$ cat config.mk
export PLATFORM = sky130hd
export DESIGN_NAME = uart_rx
export DESIGN_NICKNAME = d
export VERILOG_FILES = /design/src/rtl/uart_pkg.sv /design/src/rtl/uart_rx_parity_acc.sv /design/src/rtl/uart_rx.sv
export SDC_FILE = /design/constraint.sdc
export NUM_CORES = 1
export LEC_CHECK = 0
export ABC_AREA = 1
export CORE_UTILIZATION = 30
export DETAILED_ROUTE_END_ITERATION = 6
export PLACE_DENSITY = 0.52
export REMOVE_ABC_BUFFERS = 1
export SYNTH_ARGS = -nofsm -noshare
export SYNTH_HDL_FRONTEND = slang
export SYNTH_SLANG_ARGS = --single-unit
$ cat constraint.sdc
create_clock -name CLK_Baudin -period 1.15 [get_ports CLK_Baudin]
set_input_delay 0.115 -clock CLK_Baudin [delete_from_list [all_inputs] [get_ports CLK_Baudin]]
set_output_delay 0.115 -clock CLK_Baudin [all_outputs]
set_load 0.005 [all_outputs]
$ cat src/rtl/uart_pkg.sv
// Shared UART definitions: receiver state encoding, default word size and
// parity-mode constants used by both the receiver and the transmitter.
package uart_pkg;

    // Default number of data bits carried in one frame.
    localparam int DEFAULT_SIZE = 32;

    // Parity-mode selectors for the PARITY_ODD parameter.
    localparam bit PAR_MODE_EVEN = 1'b0;
    localparam bit PAR_MODE_ODD  = 1'b1;

    // Receiver states. Any state other than RX_IDLE means a frame is in flight.
    typedef enum logic [2:0] {
        RX_IDLE   = 3'd0,
        RX_DATA   = 3'd1,
        RX_PARITY = 3'd2,
        RX_RETRY  = 3'd3,
        RX_STOP   = 3'd4
    } rx_state_e;

endpackage : uart_pkg

$ cat src/rtl/uart_rx_parity_acc.sv
// Running XOR of the data bits of the current frame attempt.
// clr has priority over en so a fresh attempt always starts from zero.
module uart_rx_parity_acc (
    input  logic clk,
    input  logic rst,
    input  logic clr,
    input  logic en,
    input  logic bit_in,
    output logic parity
);

    logic par_q;
    logic par_d;

    // Next running parity: clear, fold in the new bit, or hold.
    always_comb begin
        par_d = par_q;
        if (clr) begin
            par_d = 1'b0;
        end else if (en) begin
            par_d = par_q ^ bit_in;
        end
    end

    // Parity register with synchronous reset.
    always_ff @(posedge clk) begin
        if (rst) begin
            par_q <= 1'b0;
        end else begin
            par_q <= par_d;
        end
    end

    assign parity = par_q;

endmodule : uart_rx_parity_acc

$ cat src/rtl/uart_rx.sv
// UART receiver with parity-error retransmission requests.
// One line sample per rising edge of CLK_Baudin; no oversampling.
// Handshake: DoneRx, ParityErr and FrameErr are single-cycle, mutually
// exclusive pulses; DataOut is only updated on the cycle DoneRx is high.
// Flag_out is a Mealy request that is valid while the parity bit is on the line.
module uart_rx
    import uart_pkg::*;
#(
    parameter int size       = DEFAULT_SIZE,
    parameter int MAX_RETRY  = 3,
    parameter bit PARITY_ODD = PAR_MODE_EVEN
) (
    input  logic            CLK_Baudin,
    input  logic            RstRx,
    input  logic            RxSerialData,
    output logic [size-1:0] DataOut,
    output logic            DoneRx,
    output logic            Flag_out,
    output logic            ParityErr,
    output logic            FrameErr,
    output logic            BusyRx
);

    localparam int CNT_W   = $clog2(size) + 1;
    localparam int RETRY_W = $clog2(MAX_RETRY + 1);

    localparam logic [CNT_W-1:0]   LAST_BIT  = CNT_W'(size - 1);
    localparam logic [RETRY_W-1:0] RETRY_MAX = RETRY_W'(MAX_RETRY);

    rx_state_e         state_q,  state_d;
    logic [CNT_W-1:0]  cnt_q,    cnt_d;
    logic [size-1:0]   shift_q,  shift_d;
    logic [RETRY_W-1:0] retry_q, retry_d;
    logic              fail_q,   fail_d;
    logic [size-1:0]   data_q,   data_d;
    logic              done_q,   done_d;
    logic              perr_q,   perr_d;
    logic              ferr_q,   ferr_d;

    logic par_clr;
    logic par_en;
    logic par_run;
    logic par_exp;
    logic par_bad;
    logic retry_left;

    uart_rx_parity_acc u_parity_acc (
        .clk    (CLK_Baudin),
        .rst    (RstRx),
        .clr    (par_clr),
        .en     (par_en),
        .bit_in (RxSerialData),
        .parity (par_run)
    );

    assign par_exp    = par_run ^ PARITY_ODD;
    assign par_bad    = (RxSerialData != par_exp);
    assign retry_left = (retry_q < RETRY_MAX);

    // Next-state and datapath control for the frame FSM.
    always_comb begin
        state_d = state_q;
        cnt_d   = cnt_q;
        shift_d = shift_q;
        retry_d = retry_q;
        fail_d  = fail_q;
        data_d  = data_q;
        done_d  = 1'b0;
        perr_d  = 1'b0;
        ferr_d  = 1'b0;
        par_clr = 1'b0;
        par_en  = 1'b0;

        unique case (state_q)
            RX_IDLE: begin
                if (!RxSerialData) begin
                    state_d = RX_DATA;
                    cnt_d   = '0;
                    shift_d = '0;
                    par_clr = 1'b1;
                end
            end
            RX_DATA: begin
                // Shifting in from the top leaves the first bit in bit 0
                // after exactly size samples.
                shift_d = {RxSerialData, shift_q[size-1:1]};
                par_en  = 1'b1;
                cnt_d   = cnt_q + CNT_W'(1);
                if (cnt_q == LAST_BIT) begin
                    state_d = RX_PARITY;
                end
            end
            RX_PARITY: begin
                if (!par_bad) begin
                    state_d = RX_STOP;
                end else if (retry_left) begin
                    retry_d = retry_q + RETRY_W'(1);
                    state_d = RX_RETRY;
                end else begin
                    fail_d  = 1'b1;
                    state_d = RX_STOP;
                end
            end
            RX_RETRY: begin
                // Transmitter is still holding its parity bit; the resent
                // word starts on the next sample with no start bit.
                state_d = RX_DATA;
                cnt_d   = '0;
                shift_d = '0;
                par_clr = 1'b1;
            end
            RX_STOP: begin
                if (!RxSerialData) begin
                    ferr_d = 1'b1;
                end else if (fail_q) begin
                    perr_d = 1'b1;
                end else begin
                    data_d = shift_q;
                    done_d = 1'b1;
                end
                state_d = RX_IDLE;
                retry_d = '0;
                fail_d  = 1'b0;
            end
            default: begin
                state_d = RX_IDLE;
            end
        endcase
    end

    // State, counters and registered outputs with synchronous reset.
    always_ff @(posedge CLK_Baudin) begin
        if (RstRx) begin
            state_q <= RX_IDLE;
            cnt_q   <= '0;
            shift_q <= '0;
            retry_q <= '0;
            fail_q  <= 1'b0;
            data_q  <= '0;
            done_q  <= 1'b0;
            perr_q  <= 1'b0;
            ferr_q  <= 1'b0;
        end else begin
            state_q <= state_d;
            cnt_q   <= cnt_d;
            shift_q <= shift_d;
            retry_q <= retry_d;
            fail_q  <= fail_d;
            data_q  <= data_d;
            done_q  <= done_d;
            perr_q  <= perr_d;
            ferr_q  <= ferr_d;
        end
    end

    assign DataOut   = data_q;
    assign DoneRx    = done_q;
    assign ParityErr = perr_q;
    assign FrameErr  = ferr_q;
    assign BusyRx    = (state_q != RX_IDLE);
    assign Flag_out  = (state_q == RX_PARITY) && par_bad && retry_left;

endmodule : uart_rx

Word-level counts from Yosys, hierarchy flattened
Cells that the tools add are included.
{ "word_totals": {"regBits": 80, "output_inout_bits": 37, "inputBits": 3, "word_cells": 62} }
{ "op_classes": {"n_mux": 20, "eq_ne": 11, "n_reduce_logical": 14, "n_lt_le_gt_ge": 1, "bitwise_logic": 4, "n_addsub": 2} }
{ "op_table": {"columns": ["operator", "n"], "rows": [
  ["32-bit one-hot mux with 3 select lines", 1],
  ["32-bit 2-to-1 mux", 1],
  ["6-bit one-hot mux with 3 select lines", 1],
  ["3-bit 2-to-1 mux", 4],
  ["3-bit one-hot mux with 4 select lines", 1],
  ["2-bit inequality test (second input constant)", 5],
  ["3-bit AND reduction", 3],
  ["6-bit by 1-bit adder with 6-bit output (second input constant)", 1],
  ["3-bit by 2-bit == test with 1-bit output (second input constant)", 2],
  ["6-bit by 5-bit == test with 1-bit output (second input constant)", 1],
  ["1-bit 2-to-1 mux", 6],
  ["6-bit 2-to-1 mux", 1],
  ["3-bit nonzero test", 2],
  ["2-bit 2-to-1 mux", 2],
  ["1-bit one-hot mux with 2 select lines", 2],
  ["2-bit one-hot mux with 2 select lines", 1],
  ["2-bit AND reduction", 2],
  ["2-bit OR reduction", 2],
  ["3-bit by 1-bit == test with 1-bit output (second input constant)", 1],
  ["3-bit == test (second input constant)", 1],
  ["3-bit logical NOT", 1],
  ["1-bit NOT", 3],
  ["3-bit OR reduction", 1],
  ["2-bit by 1-bit adder with 2-bit output (second input constant)", 1],
  ["other kinds (5)", 6]
]} }

Longest topological paths before layout
Gate-level depths: netlist (run 1).
{ "depth": {"depth_word": 4, "ltp_mapped": 7, "mapped_depth_nobuf": 7} }

Hierarchy
From an unflattened synthesis (run 1), not the netlist that was laid out.
{ "hier_totals": {"cells_unflattened": 395, "hier_area_um2": 2982.9} }
{ "modules_own_cells": {"columns": ["module", "cells_each", "instances", "area_per_inst_um2"], "rows": [
  ["uart_rx", 389, 1, 2941.6],
  ["uart_rx_parity_acc", 6, 1, 41.3]
]} }

Least setup slack after synthesis (run 1)
No wires, ideal clock.
{ "synth_path": {"kind": "reg-to-reg", "start": "reg state_q[0]", "end": "reg cnt_q[2]", "n_path_buf": 1, "stages_incl_launch_ff": 7, "setup_slack_ns": -0.054, "t_required_ns": 1.019, "setup_ns": 0.131, "synth_period_minus_slack_ns": 1.204, "arrival_ns": 1.073, "path_cell_list": "dfxtp_1 > inv_1 > a21oi_1 > nand2_4 > buf_6 > nand2_1 > a21oi_2"} }
{ "synth_between": {"elab_chain_len": 3, "word_cells_on_any_way": 7} }
{ "synth_lines": {"columns": ["element", "line", "rtl"], "rows": [
  ["start, declared", "uart_rx.sv:30", "rx_state_e state_q, state_d;"],
  ["start signal, assigned", "uart_rx.sv:144", "state_q <= state_d;"],
  ["3-bit by 1-bit == test with 1-bit output, or another cell as far along", "uart_rx.sv:74", "unique case (state_q)"],
  ["3-bit nonzero test (no source line) / 2-bit inequality test (equally long branches)", null, null],
  ["2-bit AND reduction (no source line)", null, null],
  ["end signal, assigned", "uart_rx.sv:145", "cnt_q <= cnt_d;"],
  ["end, declared", "uart_rx.sv:31", "logic [CNT_W-1:0] cnt_q, cnt_d;"]
]} }
Several ways; a longest one is shown, not always the timed one.
A chain may end at the register's enable or synchronous reset.

Worst setup path in the final report (run 1)
{ "layout_path": {"start": "reg state_q[0]", "end": "reg cnt_q[0]"} }
The elaborated chain is that of the path after synthesis.

==> results of run 1 <==
==> worst reg2reg max path: stages (launching register included) <==
cell and delay [ns]:
dfxtp_2 0.34, buf_6 0.12, buf_4 0.13, nand2_4 0.06
nor2_4 0.04, buf_12 0.13, buf_4 0.13, buf_4 0.13
o211ai_1 0.15, inv_1 0.05
==> what timing repair did <==
| action | in CTS | in global routing |
|---|---|---|
| gates resized for setup | 162 | 100 |
| pin swaps | 21 | 35 |
| cloned | 2 | 5 |
| buffers inserted | 7 | 11 |
| setup endpoints to repair | 111 | 81 |
==> synthesized netlist by cell type <==
cell and count:
a211oi_1 1, a21oi_1 41, a21oi_2 1, buf_2 1
buf_4 2, buf_6 8, clkbuf_1 10, dfxtp_1 80
ha_1 2, inv_1 14, inv_2 1, nand2_1 93
nand2_4 1, nand3_1 10, nand3_2 1, nand4_1 2
nand4_4 1, nor2_1 71, nor2_2 1, nor2_4 3
nor3_1 1, nor3_2 1, nor4_1 1, o211ai_1 1
o21ai_0 36, or2_2 1
==> report_power, final <==
group	switching (uW)	leakage, uW	internal, uW
Clock	978	0.000117	1490
Combinational	526	0.00122	537
Sequential	28.6	0.000659	2800
==> sequential cells by signal, summed over array words and instances, names as in the netlist <==
name	count
state_q	3
FrameErr	1
DoneRx	1
retry_q	2
ParityErr	1
fail_q	1
DataOut	32
u_parity_acc.parity	1
shift_q	32
cnt_q	6
==> cell usage in the layout, fill, tap and decap left out, types with 2 or more instances in the layout <==
master,count
nand4_1,2
inv_1,10
buf_8,3
buf_4,24
nor3_2,2
a21oi_1,29
o21ai_2,31
dlygate4sd2_1,35
nor2_4,8
a21oi_2,13
nor2_2,19
inv_2,3
bufinv_16,3
nand3_4,2
nand2_1,70
buf_6,12
nand2_4,10
nand3_1,8
dfxtp_1,52
clkbuf_1,2
clkbuf_8,10
buf_12,10
clkdlybuf4s50_1,2
nor2_1,48
o21ai_0,3
nand2_2,13
dfxtp_2,27
clkbuf_16,5
==> kinds of logic (layout without fill, tap and decap cells) <==
group	after synthesis	after routing
DFF	80	80
adders and majority gates	2	2
buffers and inverters	36	124
and+or+nand+nor	187	187
AOI/OAI and AO/OA	80	80
==> metrics by stage <==
step,cell area (um^2),hold slack (ns)
after detailed placement,3730,0.4503
after global placement,3730,0.4481
after CTS,4304,0.4647
final,4813,0.4582
after floorplan,2880,0.1774
after global routing,4813,0.4884
==> worst min path at each step <==
| stage | startpoint | end | slack [ns] | cells past startpoint |
|---|---|---|---|---|
| 6_report | DataOut[4]$_SDFFE_PP0P_ | DataOut[4]$_SDFFE_PP0P_ | 0.46 | 2 |
| 5_1_grt | DataOut[4]$_SDFFE_PP0P_ | DataOut[4]$_SDFFE_PP0P_ | 0.49 | 2 |
| 4_1_cts | RxSerialData | ParityErr$_SDFF_PP0_ | 0.46 | 4 |
| 3_5_place_dp | shift_q[0]$_SDFFE_PP0P_ | shift_q[0]$_SDFFE_PP0P_ | 0.45 | 2 |
| 3_3_place_gp | shift_q[0]$_SDFFE_PP0P_ | shift_q[0]$_SDFFE_PP0P_ | 0.45 | 2 |
| 2_1_floorplan | RstRx | cnt_q[2]$_SDFFE_PP0P_ | 0.18 | 1 |
==> per-layer routing <==
| metal | wire, um | GRT usage | vias up |
|---|---|---|---|
| met4 | 167 | 0.06923 | 0 |
| met2 | 3670 | 0.2451 | 35 |
| met5 | 0 | 0 | - |
| met1 | 3525 | 0.1862 | 1295 |
| li1 | - | - | 1412 |
| met3 | 213 | 0.02462 | 16 |
==> final cells by class <==
type	instances	area [um^2]	area share
Clock buffer	12	145.1	0.03015
Tap cell	133	166.4	0.03457
Inverter	15	71.32	0.01482
Clock inverter	3	90.09	0.01872
Timing Repair Buffer	94	1050	0.2181
Multi-Input combinational cell	269	1652	0.3431
Sequential cell	80	1639	0.3405
==> impl_metrics.yaml, run 1 <==
cts:
  cts_tree: "yes"
  cts-root-buf: "clkbuf_8"
  insertion_delay_ns: 0.35
  htree_num_levels: 3
  cts.path.max_buffers: 2
  cts-hold-fix-buffers: 0
  clkSlewWorstSetupHoldPaths_ns: 0.08
  clock_sinks: 80
  cts_inserted_buffers: 9
critical_path:
  crit_path_buffers_inverters: 6
  startpoint_type: "flip-flop"
  reg2reg_from: "state_q[0]$_SDFFE_PP0P_"
  worst_setup_path_startpoint: "state_q[0]$_SDFFE_PP0P_"
  regToRegSetupSlack_ns: -0.23
  crit_path_cell_trace: "buf_6, buf_4, nand2_4, nor2_4, buf_12, buf_4, buf_4, o211ai_1, inv_1"
  critical_path_depth: 9
  worst_ep_arrival_time_ns: 1.63
  worst-path-max-fanout: 8
  worstSetupEndpointType: "flip-flop"
  setup.worst_path.class: "flip-flop to flip-flop"
  r2r_end: "cnt_q[0]$_SDFFE_PP0P_"
  crit_required_ns: 1.40
  critical-path-max-stage-delay_ns: 0.34
  critPathTopFamily: "buffers and inverters"
  worst_reg2reg_path_depth: 9
  cp_slowest_cell: "dfxtp_2"
  cp_dominant_cell_by_count: "buf_4"
  worst_setup_path_endpoint: "cnt_q[0]$_SDFFE_PP0P_"
timing:
  total_count_of_hold_check_failures_in_the_final_report: 0
  finalCritPeriodShare: 1.198
  max_freq_mhz: 726.0
  slew_headroom: 0.7162
  max_slew.worst_pin.slew_ns: 0.4257
  setup_viol_count_final: 81
  finalClockSkew_ns: 0.008394
  post-route-worst-setup-slack_ns: -0.2274
  maxSlewViolCount: 0
  finalSetupTns_ns: -12.88
  rsz0062_at_grt: "yes"
  finalCriticalPeriod_ns: 1.377
route:
  drc: 0
  ant_nets: 0
  num_vias: 2758
  post_drt_wl_per_cell_um: 12.50
  drt_via_density: 4.551
  detailed_route_iter0_violations: 58
  drt_pre_antenna_iters: 4
  wirelength_um: 7578
synthesis:
  cell_type_contributing_the_most_total_cell_area_after_synthesis: "dfxtp_1"
  yosys-mux-area-fraction: 0
  synthesized_area_fraction_occupied_by_xor_and_xnor_cells: 0
  synth_seq_area_share: 0.5289
  synth_compound_area_frac: 0.1351
  synth-warning-count: 0
  synth.ff_latch_count: 80
  mapped_cell_area_um2: 3028
  synth_simple_gate_area_share: 0.2603
  synth_top_cell_area_share: 0.5289
  post_synth_main_area_contributors: "dfxtp_1 (53%), nand2_1 (12%), nor2_1 (8.8%), a21oi_1 (6.8%), o21ai_0 (6.0%)"
  adder_cell_area_share_of_the_yosys_netlist: 0.008264
  syn-mean-instance-area_um2: 7.865
  synthDistinctLibCells: 26
  postSynthCellCount: 385
  synth_top_family_by_area: "simple AND/OR/NAND/NOR gates"
outcome:
  violated_checks: "setup timing"
  status: "finished with violations"
global_route:
  grt_antenna_before_repair: 0
  grt_use_total: 0.1476
  grt_pass1_wl_um: 11990
  grt_overflow: 0
  pin_count_of_the_biggest_net_entering_global_routing: 37
  vias_in_the_first_global_route: 2526
floorplanning:
  core_area_um2: 9774
  fp.dieH_um: 102.5
  initial_core_util: 0.3098
  die_width_um: 102.5
  row_count: 36
  floorplan.die_area_um2: 10500
  io-pin-count: 40
placement:
  dpl.hpwl_um: 4378
  count_of_buffers_from_port_buffering: 39
  worst_slack_after_detailed_placement_ns: -0.4160
  gp_congestion: 0.8358
  placed_cells_incl_taps: 570
flow_run:
  maxCapViolations: 0
power:
  power.total_uw: 6366
  static_power_due_to_leakage_uw: 0.001996
  power.density_nw_per_um2: 1323
  ir_drop_v: 0.0007467
final_layout:
  final_layout_size_suffix_gt1_frac: 0.4397
  layout.core_utilization: 0.4924
  fin_cells: 606
  fillerInstances: 958
  antenna_cells: 0
  syn_to_final_growth_pct: 58.97
  final_net_count: 474
hold_path:
  min-delay-path-class: "flip-flop to flip-flop"
(Power assumes the default switching activity.)
==> run 2, diff against run 1 <==
--- a/config.mk
+++ b/config.mk
@@ -6,9 +6,12 @@
 export NUM_CORES = 1
 export LEC_CHECK = 0
 export ABC_AREA = 1
+export CELL_PAD_IN_SITES_DETAIL_PLACEMENT = 0
+export CELL_PAD_IN_SITES_GLOBAL_PLACEMENT = 1
 export CORE_UTILIZATION = 30
 export DETAILED_ROUTE_END_ITERATION = 6
-export PLACE_DENSITY = 0.52
+export DONT_BUFFER_PORTS = 1
+export PLACE_DENSITY = 0.59
 export REMOVE_ABC_BUFFERS = 1
 export SYNTH_ARGS = -nofsm -noshare
 export SYNTH_HDL_FRONTEND = slang
==> run 2 against run 1 <==
Against the previous run:
- the flow finishes with violations (hold timing, setup timing)
- register-to-register slack better by 0.03 ns
- critical path depth down 1
- cell count down 6.3%
- clock skew down 0.0025 ns
- wire length up 4.3%
- combinational power down 8%
- largest cell class unchanged
==> impl_metrics.yaml, run 2 (synthesis gave the netlist of run 1 again) <==
outcome:
  status: "finished with violations"
  violated_checks: "hold timing, setup timing"
route:
  detailed_route_iter0_violations: 75
  drt_via_density: 4.569
  ant_nets: 0
  drt_pre_antenna_iters: 4
  num_vias: 2595
  drc: 0
  wirelength_um: 7906
  post_drt_wl_per_cell_um: 13.92
global_route:
  grt_use_total: 0.1477
  grt_pass1_wl_um: 11830
  grt_overflow: 0
  pin_count_of_the_biggest_net_entering_global_routing: 46
  vias_in_the_first_global_route: 2469
  grt_antenna_before_repair: 0
placement:
  gp_congestion: 0.7752
  worst_slack_after_detailed_placement_ns: -0.1122
  dpl.hpwl_um: 4327
  count_of_buffers_from_port_buffering: 0
  placed_cells_incl_taps: 530
final_layout:
  final_layout_size_suffix_gt1_frac: 0.4207
  final_net_count: 435
  fin_cells: 568
  syn_to_final_growth_pct: 42.98
  mostFrequentLayoutCell: "dfxtp_1"
  top_library_cells_by_usage_in_the_layout_fill_and_taps_aside: "dfxtp_1 (73), nand2_1 (64), nor2_1 (46)"
  fillerInstances: 1026
  antenna_cells: 0
critical_path:
  crit_required_ns: 1.43
  worst-path-max-fanout: 8
  setup.worst_path.class: "flip-flop to flip-flop"
  worst_ep_arrival_time_ns: 1.63
  cp_dominant_cell_by_count: "buf_6"
  cp_slowest_cell: "dfxtp_4"
  crit_path_cell_trace: "nor2_4, buf_6, buf_6, nand3_4, nand2_8, clkbuf_16, nand2_2, a21oi_2"
  worstSetupEndpointType: "flip-flop"
  startpoint_type: "flip-flop"
  critical-path-max-stage-delay_ns: 0.37
power:
  static_power_due_to_leakage_uw: 0.001645
  ir_drop_v: 0.0005316
  power.density_nw_per_um2: 1344
  power.total_uw: 5817
floorplanning:
  initial_core_util: 0.3098
  row_count: 36
  die_width_um: 102.5
  floorplan.die_area_um2: 10500
  core_area_um2: 9774
  io-pin-count: 40
  fp.dieH_um: 102.5
cts:
  clkSlewWorstSetupHoldPaths_ns: 0.08
  cts.path.max_buffers: 2
  cts-root-buf: "clkbuf_8"
  cts_tree: "yes"
  clock_sinks: 80
  cts_inserted_buffers: 9
  htree_num_levels: 3
  insertion_delay_ns: 0.34
timing:
  finalCriticalPeriod_ns: 1.350
  hold_slack_ns: -0.1785
  rsz0062_at_grt: "yes"
  finalClockSkew_ns: 0.005851
  max_slew.worst_pin.slew_ns: 0.2813
  post-route-worst-setup-slack_ns: -0.2004
  finalSetupTns_ns: -11.77
  finalCritPeriodShare: 1.174
  max_freq_mhz: 740.5
  setup_viol_count_final: 75
  total_count_of_hold_check_failures_in_the_final_report: 45
  maxSlewViolCount: 0
  slew_headroom: 0.8124
hold_path:
  min-delay-path-class: "input pin to flip-flop"
flow_run:
  maxCapViolations: 0
[run 2: critical path: cells and delay by family, from the launching register on]
kind / cells / cell delay [ns]
AND/OR/NAND/NOR: 4 / 0.40
buffers and inverters: 3 / 0.40
flip-flops: 1 / 0.37
AO/OA/AOI/OAI: 1 / 0.12
[run 2: stage by stage]
step / instance area [um^2] / hold WS (ns) / utilization
floorplan: 2880 / 0.1774 / -
global placement: 3344 / 0.1861 / 0.3422
detailed placement: 3344 / 0.1845 / 0.3422
CTS: 3770 / -0.1906 / 0.3857
global route: 4329 / -0.2054 / 0.4429
finish: 4329 / -0.1785 / 0.4429
[run 2: power by group]
| group | internal (uW) | switching [uW] | total, uW |
|---|---|---|---|
| sequential | 2800 | 35.1 | 2840 |
| clock | 1010 | 994 | 2000 |
| combinational | 484 | 495 | 979 |
[run 2: per-layer routing]
metal  track usage  vias up  wire [um]
li1              -     1337          -
met3       0.04583        7        317
met2        0.2374       35       3666
met5             0        -          0
met4       0.05275        0         91
met1        0.1857     1216       3830
[run 2: path summary, 6_finish.rpt]
| check | slack (ns) | cells past startpoint | startpoint | endpoint |
|---|---|---|---|---|
| setup / recovery | -0.20 | 8 | state_q[0]$_SDFFE_PP0P_ | shift_q[9]$_SDFFE_PP0P_ |
| hold / removal | -0.18 | 1 | RstRx | cnt_q[1]$_SDFFE_PP0P_ |
| setup reg to reg | -0.20 | 8 | state_q[0]$_SDFFE_PP0P_ | shift_q[9]$_SDFFE_PP0P_ |
| hold reg to reg | 0.47 | 2 | u_parity_acc.parity$_SDFFE_PP0N_ | u_parity_acc.parity$_SDFFE_PP0N_ |
[run 2: layout make-up]
class / instances / area, um^2 / share of cell area
inverter: 15 / 61.31 / 0.01416
clock inverter: 3 / 42.54 / 0.009827
sequential: 80 / 1618 / 0.3737
timing repair buffer: 54 / 621.8 / 0.1436
tap: 133 / 166.4 / 0.03844
clock buffer: 13 / 138.9 / 0.03208
multi-input combinational: 270 / 1680 / 0.3882
[run 2: timing repair]
item	in CTS	in global routing
pin swaps	9	38
cloned	2	8
buffers inserted	11	3
setup endpoints to repair	77	79
gates resized for setup	66	124
hold endpoints to repair	45	45
